--- src/rtl/mult_share_ctrl.sv ---
// mult_share_ctrl
// Two-port front end for the shared combinational 32x32 multiplier.
// Picks one requester (round-robin on contention), latches its operands
// onto the multiplier inputs, waits SETTLE_CYCLES for the ripple chain to
// resolve, then captures the 64-bit product and pulses DONE tagged with
// the owning port. Operands with a zero factor complete in the accept
// cycle without occupying the multiplier.
module mult_share_ctrl #(
    parameter int unsigned SETTLE_CYCLES = 3
) (
    input  logic        clk_i,
    input  logic        rst_ni,
    input  logic        req0_i,
    input  logic        req1_i,
    input  logic        sgn0_i,
    input  logic        sgn1_i,
    input  logic [31:0] a0_i,
    input  logic [31:0] b0_i,
    input  logic [31:0] a1_i,
    input  logic [31:0] b1_i,
    input  logic [31:0] mhi_i,
    input  logic [31:0] mlo_i,
    output logic        gnt0_o,
    output logic        gnt1_o,
    output logic [31:0] ma_o,
    output logic [31:0] mb_o,
    output logic        msgn_o,
    output logic [31:0] hi_o,
    output logic [31:0] lo_o,
    output logic        done_o,
    output logic        done_id_o,
    output logic        busy_o
);

    // Counter starts at S-1 so the capture lands exactly S edges after accept.
    localparam logic [3:0] CNT_INIT = 4'(SETTLE_CYCLES - 1);

    typedef enum logic {
        IDLE,
        WAIT
    } state_e;

    state_e      state_q;
    logic [3:0]  cnt_q;
    logic        last_q;
    logic        owner_q;
    logic        gnt0_q;
    logic        gnt1_q;
    logic [31:0] ma_q;
    logic [31:0] mb_q;
    logic        msgn_q;
    logic [31:0] hi_q;
    logic [31:0] lo_q;
    logic        done_q;
    logic        done_id_q;
    logic        busy_q;

    logic        any_req_d;
    logic        winner_d;
    logic [31:0] a_d;
    logic [31:0] b_d;
    logic        sgn_d;
    logic        zero_op_d;

    // Arbitration: a lone requester wins; on contention the port that did
    // not complete last wins. The winner's operands are muxed for loading.
    always_comb begin
        any_req_d = req0_i | req1_i;
        if (req0_i && req1_i) begin
            winner_d = ~last_q;
        end else begin
            winner_d = req1_i;
        end
        a_d       = winner_d ? a1_i : a0_i;
        b_d       = winner_d ? b1_i : b0_i;
        sgn_d     = winner_d ? sgn1_i : sgn0_i;
        zero_op_d = (a_d == 32'd0) || (b_d == 32'd0);
    end

    // Sequencer: accept in IDLE, count down the settle window in WAIT, capture.
    always_ff @(posedge clk_i or negedge rst_ni) begin
        if (!rst_ni) begin
            state_q   <= IDLE;
            cnt_q     <= 4'd0;
            last_q    <= 1'b1;
            owner_q   <= 1'b0;
            gnt0_q    <= 1'b0;
            gnt1_q    <= 1'b0;
            ma_q      <= 32'd0;
            mb_q      <= 32'd0;
            msgn_q    <= 1'b0;
            hi_q      <= 32'd0;
            lo_q      <= 32'd0;
            done_q    <= 1'b0;
            done_id_q <= 1'b0;
            busy_q    <= 1'b0;
        end else begin
            gnt0_q <= 1'b0;
            gnt1_q <= 1'b0;
            done_q <= 1'b0;
            case (state_q)
                IDLE: begin
                    if (any_req_d) begin
                        ma_q    <= a_d;
                        mb_q    <= b_d;
                        msgn_q  <= sgn_d;
                        owner_q <= winner_d;
                        gnt0_q  <= ~winner_d;
                        gnt1_q  <= winner_d;
                        if (zero_op_d) begin
                            hi_q      <= 32'd0;
                            lo_q      <= 32'd0;
                            done_q    <= 1'b1;
                            done_id_q <= winner_d;
                            last_q    <= winner_d;
                        end else begin
                            cnt_q   <= CNT_INIT;
                            busy_q  <= 1'b1;
                            state_q <= WAIT;
                        end
                    end
                end
                WAIT: begin
                    if (cnt_q != 4'd0) begin
                        cnt_q <= cnt_q - 4'd1;
                    end else begin
                        hi_q      <= mhi_i;
                        lo_q      <= mlo_i;
                        done_q    <= 1'b1;
                        done_id_q <= owner_q;
                        last_q    <= owner_q;
                        busy_q    <= 1'b0;
                        state_q   <= IDLE;
                    end
                end
                default: begin
                    state_q <= IDLE;
                end
            endcase
        end
    end

    assign gnt0_o    = gnt0_q;
    assign gnt1_o    = gnt1_q;
    assign ma_o      = ma_q;
    assign mb_o      = mb_q;
    assign msgn_o    = msgn_q;
    assign hi_o      = hi_q;
    assign lo_o      = lo_q;
    assign done_o    = done_q;
    assign done_id_o = done_id_q;
    assign busy_o    = busy_q;

endmodule

--- config.mk ---
export PLATFORM = sky130hd
export DESIGN_NAME = mult_share_ctrl
export DESIGN_NICKNAME = d
export VERILOG_FILES = /design/src/rtl/mult_share_ctrl.sv
export SDC_FILE = /design/constraint.sdc
export NUM_CORES = 1
export LEC_CHECK = 0
export ABC_AREA = 1
export BUFFER_PORTS_ARGS = -buffer_cell sky130_fd_sc_hd__clkbuf_2
export CAP_MARGIN = 30
export CORE_AREA = 8 8 126 152
export DETAILED_ROUTE_END_ITERATION = 10
export DIE_AREA = 0 0 134 160
export PLACE_DENSITY_LB_ADDON = 0.05
export SLEW_MARGIN = 20
export SYNTH_ARGS = -nofsm -noshare
export SYNTH_HDL_FRONTEND = slang
export SYNTH_SLANG_ARGS = --single-unit
--- constraint.sdc ---
create_clock -name clk_i -period 2.8 [get_ports clk_i]
set_input_delay 0.28 -clock clk_i [delete_from_list [all_inputs] [get_ports clk_i]]
set_output_delay 0.28 -clock clk_i [all_outputs]
set_load 0.1 [all_outputs]
==> metrics.cfg, run 1 <==
[floorplanning]
pin_count = 332
initial_core_util_pct = 41.5
die_w_um = 134
dieArea_um2 = 21400
die_y_um = 160
core-area_um2 = 16600
rows = 52

[clock_network]
htreeDepth = 4
cts_resized = 0
postCtsHoldBufs = 1
cts_buffer_depth = 2
post_cts_buffers = 0
clkLatencyLatePin_ps = 420
cts_tree = done
clock-root-buffer = clkbuf_16
cts.sinks = 141
cts_buffers = 17
clk_pin_slew_worst_paths_ps = 60

[sta]
hold_viol = 0
fin_skew_ps = 8.64
min_period_ps = 2500
final.period_utilization_pct = 89.2
worstMarginPinSlew_ps = 716
rsz0062_at_grt = no
slew_violations = 0
fin_ws_ps = 303
tns_ps = 0
slew_headroom_pct = 52.2
finalSetupViolations = 0
timing.hold.ws_ps = 63.2
max_freq_mhz = 401

[drt]
routed_via_density = 4.79
drtIter0Drc = 436
antenna_left = 0
post_drt_wl_per_cell_um = 16.5
vias = 6811
drc_errors = 0
totalWireLength_um = 23400
dr.pass1.iters = 5

[finish]
diodes = 0
final_common_cell = clkbuf_2
multiInputGateArea_um2 = 2780
seq_area_um2 = 3530
nets = 1393
fillers = 1660
drive_above_1_share_pct = 32.3
fin_cells = 1422
area_growth_pct = 35.1
layout_common_cells = clkbuf_2, nand2_1, dfrtp_1, nand3_1, o21ai_0

[global_route]
grt_max_degree = 75
antenna_found_initial = 0
overflow = 0
grt_pass1_wl_um = 37000
first_global_vias = 6924
grt_use_total_pct = 21.7

[logic_synthesis]
yosysUniqueCellTypes = 21
yosysSeqAreaShare_pct = 51.2
synth.cell_area_um2 = 6890
synth_fp_nets = 1085
syn_inst = 885
yosysWarnings = 0
syn_area_per_cell_um2 = 7.78
ys_ff_latch = 141

[outcome]
outcome = complete, no violations

[min_path]
hold_path_class = input pin to flip-flop

[setup_path]
worstPathRequired_ps = 3150
critPathMaxFanout = 67
crit_type = flip-flop to flip-flop
critPathLaunchType = flip-flop
endpoint_kind = flip-flop
arrival_ps = 2850

[placement]
place_congestion = 0.848
dp_hpwl_um = 17800
dp_slack_ps = 309
portBuffers = 331
place_inst = 1389

[run]
drv_cap = 0

-- per-layer routing --
| metal | GRT usage (%) | vias up | routed length (µm) |
|---|---|---|---|
| li1 | - | 3431 | - |
| met1 | 24.3 | 3089 | 9070 |
| met2 | 38.1 | 258 | 12000 |
| met3 | 6.81 | 33 | 1890 |
| met4 | 7.16 | 0 | 480 |
| met5 | 0 | - | 0 |
-- registers in the layout, summed over array words and instances (netlist names) --
signal and flops:
mb_o 32, ma_o 32, done_o 1, msgn_o 1
owner_q 1, gnt1_o 1, last_q 1, busy_o 1
done_id_o 1, hi_o 32, gnt0_o 1, cnt_q 4
lo_o 32, state_q 1
-- cell usage after synthesis (all sizes together) --
cell    instances  share of area (%)
inv            77                4.2
xor2            1               0.13
nand2         309                 17
nor2           26                1.4
ha              2               0.36
nand4           1              0.091
clkbuf         31                1.7
dfstp           1               0.38
o21ai          79                5.7
a21oi           1              0.073
buf            30                2.7
nand3b         50                5.4
nand3         137                 10
dfrtp         140                 51
-- worst max-delay path: stages (launching register included) --
cell and delay (ps):
dfstp_2 540, nand2_2 80, nand2_4 220, buf_4 260, nand2_1 70, nand2_1 90, nand2_1 60, nor2_1 200
nand2_1 80, nor2_1 100, nand2_1 80, nand2_1 80, nand2_2 60, buf_12 200, nand2_1 120, nand2_1 70
nand2_1 70
-- path summary, 6_finish.rpt --
path                                          to                  from  slack, ps  cells past startpoint
max                        done_id_o$_DFFE_PN0P_    last_q$_DFFE_PN1P_        300                     16
min                           msgn_o$_DFFE_PN0P_                sgn0_i         60                      3
max reg2reg                done_id_o$_DFFE_PN0P_    last_q$_DFFE_PN1P_        300                     16
min reg2reg                 ma_o[25]$_DFFE_PN0P_  ma_o[25]$_DFFE_PN0P_        480                      2
max in group asynchronous   ma_o[17]$_DFFE_PN0P_                rst_ni       1590                      3
min in group asynchronous    ma_o[2]$_DFFE_PN0P_                rst_ni        410                      2
-- through the flow --
step                      util (%)  cell area, µm²
final                         56.1            9310
after global routing          56.1            9310
after CTS                     56.1            9310
after detailed placement      52.6            8730
after global placement        52.4            8700
after floorplan                  -            6890
-- kinds of logic (layout without fill, tap and decap cells) --
group	count (synthesis)	in the layout	synth area share (%)
simple gates	523	523	33.9
flops	141	141	51.2
buf+inv	138	459	8.57
compound gates	80	80	5.81
fa+ha+maj	2	2	0.363
xor+xnor	1	1	0.127
-- layout make-up --
type	count	area share (%)
Sequential cell	141	37.9
Multi-Input combinational cell	606	29.9
Clock inverter	14	1.41
Inverter	77	3.12
Clock buffer	18	4.72
Tap cell	216	2.90
Timing Repair Buffer	350	20.0
Power of run 1 is left out: the tool's default activity adds up to more than one toggle a clock period on the data nets, which glitch-free logic cannot reach.
==> run 2, diff against run 1 <==
- RECOVER_POWER: default -> 25
==> run 2 against run 1 <==
Net effect:
- the run now ends with max-capacitance violations, max-slew violations left
- cell area decreased by 0.23%
- clock skew hardly changed
- first-iteration DRC count shrank 0.69%
- sequential share of layout area up 0.087 points
- maximum frequency about the same
- count of clock-buffer cells in the layout stayed put
- die area stayed put
- worst setup slack got worse by 1.3 ps
- non-clock buffer count stayed put
- critical path type unchanged
- critical endpoint unchanged
==> metrics.cfg, run 2 (synthesized netlist as in run 1, its figures left out) <==
[outcome]
outcome = finished with violations
failed_checks = max-capacitance violations, max-slew violations

[setup_path]
worstPathRequired_ps = 3150  ; about the same
arrival_ps = 2850  ; about the same
rr_endpoint = done_id_o$_DFFE_PN0P_
rrSetupSlack_ps = 300  ; about the same
r2r_cells = 16  ; unchanged
crit_type = flip-flop to flip-flop
crit-reg2reg-launch = last_q$_DFFE_PN1P_
critPathMaxFanout = 67  ; unchanged
endpoint_kind = flip-flop
critPathLaunchType = flip-flop

[drt]
antenna_left = 0  ; unchanged
vias = 6799  ; -0.18%
routed_via_density = 4.78  ; -0.18%
post_drt_wl_per_cell_um = 16.5  ; +0.12%
drc_errors = 0  ; unchanged
totalWireLength_um = 23500  ; +0.12%
drtIter0Drc = 433  ; -0.69%
dr.pass1.iters = 5  ; unchanged

[global_route]
antenna_found_initial = 0  ; unchanged
grt_use_total_pct = 21.7  ; unchanged
grt_pass1_wl_um = 37000  ; unchanged
grt_max_degree = 75  ; unchanged
first_global_vias = 6924  ; unchanged
overflow = 0  ; unchanged

[sta]
final.period_utilization_pct = 89.2  ; about the same
min_period_ps = 2500  ; +1.32 ps
slew_violations = 63  ; +63
max_freq_mhz = 400  ; about the same
tns_ps = 0  ; unchanged
fin_skew_ps = 9.12  ; +0.480 ps
hold_viol = 0  ; unchanged
fin_ws_ps = 302  ; -1.32 ps
finalSetupViolations = 0  ; unchanged
rsz0062_at_grt = no
slew_headroom_pct = -3.97  ; -56 points
worstMarginPinSlew_ps = 1560  ; +843 ps
timing.hold.ws_ps = 64.8  ; +1.54 ps

[finish]
fillers = 1660  ; unchanged
drive_above_1_share_pct = 32.3  ; unchanged
nets = 1393  ; unchanged
final_common_cell = clkbuf_2
diodes = 0  ; unchanged
area_growth_pct = 34.8
layout_common_cells = clkbuf_2, nand2_1, dfrtp_1, nand3_1, o21ai_0
fin_cells = 1422  ; unchanged

[min_path]
holdPathStages = 3  ; unchanged
hold_path_class = input pin to flip-flop
holdPathEnd = msgn_o$_DFFE_PN0P_
hp-start = sgn0_i

[clock_network]
cts_buffers = 17  ; unchanged
clock-root-buffer = clkbuf_16
cts.sinks = 141  ; unchanged
cts_tree = done
clkLatencyLatePin_ps = 420  ; about the same
clk_pin_slew_worst_paths_ps = 60  ; about the same
htreeDepth = 4  ; unchanged
post_cts_buffers = 0  ; unchanged
cts_buffer_depth = 2  ; unchanged

[placement]
dp_slack_ps = 309  ; unchanged
place_inst = 1389  ; unchanged
dp_hpwl_um = 17800  ; unchanged
portBuffers = 331  ; unchanged
place_congestion = 0.848  ; unchanged

[floorplanning]
die_w_um = 134  ; unchanged
core-area_um2 = 16600  ; unchanged
pin_count = 332  ; unchanged
dieArea_um2 = 21400  ; unchanged
die_y_um = 160  ; unchanged
rows = 52  ; unchanged
initial_core_util_pct = 41.5  ; unchanged

[run]
drv_cap = 1  ; +1

[run 2: worst max-delay path, stage by stage, from the launching register on]
cell and delay [ps]:
dfstp_2 540, nand2_2 80, nand2_4 220, buf_4 260, nand2_1 70, nand2_1 90
nand2_1 60, nor2_1 200, nand2_1 80, nor2_1 100, nand2_1 80, nand2_1 80
nand2_2 60, buf_12 190, nand2_1 120, nand2_1 70, nand2_1 70
[run 2: timing repair]
action,in CTS,in global routing
gates resized for setup,0,0
hold endpoints to repair,59,0
hold buffers,1,0
[run 2: layout make-up]
type / instances / area [µm²] / share of cell area [%]
clock buffer: 18 / 439 / 4.73
clock inverter: 14 / 131 / 1.41
inverter: 77 / 290 / 3.13
multi-input combinational: 606 / 2780 / 29.9
sequential: 141 / 3530 / 38.0
tap: 216 / 270 / 2.91
timing repair buffer: 350 / 1840 / 19.9
[run 2: per-layer routing]
layer  routed length (µm)  GRT usage [%]
met2                12000           38.1
met1                 9110           24.3
met3                 1850           6.81
met5                    0              0
met4                  480           7.16
[run 2: per-stage QoR]
step | util, % | instance area, µm²
2_1_floorplan | - | 6890
3_3_place_gp | 52.4 | 8700
3_5_place_dp | 52.6 | 8730
4_1_cts | 56.1 | 9310
5_1_grt | 56.0 | 9290
6_report | 56.0 | 9290
[run 2: worst max path at each step]
| stage | start | endpoint | cells after the start |
|---|---|---|---|
| finish | last_q$_DFFE_PN1P_ | done_id_o$_DFFE_PN0P_ | 16 |
| global route | last_q$_DFFE_PN1P_ | done_id_o$_DFFE_PN0P_ | 16 |
| CTS | last_q$_DFFE_PN1P_ | done_id_o$_DFFE_PN0P_ | 16 |
| detailed placement | last_q$_DFFE_PN1P_ | done_id_o$_DFFE_PN0P_ | 16 |
| global placement | last_q$_DFFE_PN1P_ | done_id_o$_DFFE_PN0P_ | 16 |
| floorplan | last_q$_DFFE_PN1P_ | hi_o[10]$_DFFE_PN0P_ | 17 |
Power of run 2 is left out for the same reason.
==> run 3, diff against run 2 <==
- CORE_AREA: 8 8 126 152 -> 8 8 120 144
- DIE_AREA: 0 0 134 160 -> 0 0 128 152
==> run 3 against run 2 <==
Net effect:
- the flow now finishes without violations
- flip-flop and latch count did not move
- clock skew is 3.4 ps lower
- register-to-register slack got worse by 30 ps
- sequential share of layout area shrank 0.24 points
- global-route usage increased by 1.9 points
- worst setup slack got worse by 28 ps
- first-iteration DRC count grew 12%
- wire length down 2.8%
- critical path depth is 1 higher
- count of clock-buffer cells in the layout grew 2
- non-clock buffer count shrank 2
==> metrics.cfg, run 3 (synthesized netlist as in run 1, its figures left out) <==
[finish]
drive_above_1_share_pct = 32.1  ; -0.17 points
final_common_cell = clkbuf_2
fillers = 1405  ; -15%
multiInputGateArea_um2 = 2780  ; unchanged
layout_common_cells = clkbuf_2, nand2_1, dfrtp_1, nand3_1, o21ai_0
nets = 1391  ; -0.14%
area_growth_pct = 35.7
seq_area_um2 = 3530  ; unchanged

[sta]
slew_violations = 0  ; -100%
fin_skew_ps = 5.73  ; -3.40 ps
slew_headroom_pct = 9.09  ; +13 points
finalSetupViolations = 0  ; unchanged
hold_viol = 0  ; unchanged
min_period_ps = 2530  ; +27.9 ps
worstMarginPinSlew_ps = 1360  ; -196 ps
max_freq_mhz = 396  ; -1.1%
final.period_utilization_pct = 90.2  ; +1.0 points
tns_ps = 0  ; unchanged
rsz0062_at_grt = no

[clock_network]
cts.sinks = 141  ; unchanged
clk_pin_slew_worst_paths_ps = 60  ; about the same
clock-root-buffer = clkbuf_16
htreeDepth = 4  ; unchanged
cts_buffer_depth = 2  ; unchanged
cts_tree = done
post_cts_buffers = 0  ; unchanged
clkLatencyLatePin_ps = 420  ; about the same
cts_buffers = 17  ; unchanged

[drt]
drc_errors = 0  ; unchanged
drtIter0Drc = 485  ; +12%
dr.pass1.iters = 5  ; unchanged
antenna_left = 0  ; unchanged
routed_via_density = 4.86  ; +1.7%
totalWireLength_um = 22800  ; -2.8%
post_drt_wl_per_cell_um = 16.2  ; -1.8%
vias = 6847  ; +0.71%

[floorplanning]
die_w_um = 128  ; -4.5%
core-area_um2 = 14800  ; -11%
die_y_um = 152  ; -5.0%
pin_count = 332  ; unchanged
dieArea_um2 = 19500  ; -9.3%
rows = 49  ; -5.8%
initial_core_util_pct = 46.4  ; +4.9 points

[setup_path]
cp-startpoint = last_q$_DFFE_PN1P_
crit_type = flip-flop to flip-flop
r2r_cells = 17  ; +1
worstPathRequired_ps = 3160  ; about the same
rr_endpoint = done_id_o$_DFFE_PN0P_
rrSetupSlack_ps = 270  ; -30 ps
critPathMaxFanout = 67  ; unchanged
critPathLaunchType = flip-flop
endpoint_kind = flip-flop
arrival_ps = 2880  ; +30 ps
crit-reg2reg-launch = last_q$_DFFE_PN1P_

[placement]
place_congestion = 0.864  ; +1.9%
dp_hpwl_um = 17300  ; -3.2%
portBuffers = 331  ; unchanged

[min_path]
holdPathEnd = msgn_o$_DFFE_PN0P_
holdPathStages = 3  ; unchanged
hold_path_class = input pin to flip-flop
hp-start = sgn0_i

[global_route]
overflow = 0  ; unchanged
grt_use_total_pct = 23.6  ; +1.9 points
antenna_found_initial = 0  ; unchanged
grt_max_degree = 85  ; +13%
grt_pass1_wl_um = 36200  ; -2.2%
first_global_vias = 6917  ; -0.10%

[outcome]
outcome = complete, no violations

[run]
drv_cap = 0  ; -1

==> run 3: changes by cell type in the layout (fill, tap and decap cells not counted), moves of 2 or more <==
cell and delta:
bufinv_16 +3, clkinvlp_4 -3, buf_12 +2, buf_4 -2
clkbuf_8 +2, clkinv_2 -2
==> run 3: final cells by class <==
type / instances / share of cell area (%)
Tap cell: 204 / 2.73
Multi-Input combinational cell: 606 / 29.7
Antenna cell: 1 / 0.0268
Inverter: 77 / 3.11
Sequential cell: 141 / 37.8
Timing Repair Buffer: 348 / 19.7
Clock buffer: 20 / 4.99
Clock inverter: 11 / 1.93
==> run 3: timing repair <==
action                                  CTS  global route
gates resized for setup                   0             1
endpoints found under the setup margin    0             2
endpoints found under the hold margin    52             0
hold buffers                              1             0
==> run 3: worst max-delay path by stage <==
stage               slack, ps  depth (start not counted)               endpoint
detailed placement        300                         16  done_id_o$_DFFE_PN0P_
floorplan                 770                         17   hi_o[10]$_DFFE_PN0P_
global route               10                         16  done_id_o$_DFFE_PN0P_
finish                    270                         17  done_id_o$_DFFE_PN0P_
CTS                       260                         16  done_id_o$_DFFE_PN0P_
global placement          350                         16     last_q$_DFFE_PN1P_
==> run 3: critical path, stage by stage, from the launching register on <==
cell and delay, ps:
dfstp_2 540, nand2_2 80, nand2_4 180, buf_12 220, buf_4 150, nand2_1 50, nand2_1 60, nand2_1 60
nor2_1 150, nand2_1 70, nor2_1 90, nand2_1 100, nand2_1 100, nand2_2 70, buf_12 210, nand2_1 130
nand2_1 90, nand2_1 70
==> run 3: layer usage <==
| layer | track usage (%) | wire (µm) | part of all wire (%) |
|---|---|---|---|
| met1 | 26.6 | 8710 | 38 |
| met2 | 39.7 | 11400 | 50 |
| met3 | 7.56 | 1950 | 8.5 |
| met4 | 10.8 | 716 | 3.1 |
| met5 | 0 | 0 | 0 |
==> run 3: per-stage QoR <==
| step | worst slack, ps | instance area [µm²] | hold WS (ps) | std cells | utilization [%] |
|---|---|---|---|---|---|
| 2_1_floorplan | 768 | 6890 | -15.6 | 885 | - |
| 3_3_place_gp | 350 | 8690 | 268 | 1375 | 58.6 |
| 3_5_place_dp | 297 | 8690 | 277 | 1375 | 58.6 |
| 4_1_cts | 256 | 9350 | 61.2 | 1407 | 63.0 |
| 5_1_grt | 11.5 | 9340 | 65.4 | 1407 | 63.0 |
| 6_report | 274 | 9350 | 73.1 | 1408 | 63.0 |
Power of run 3 is left out for the same reason.
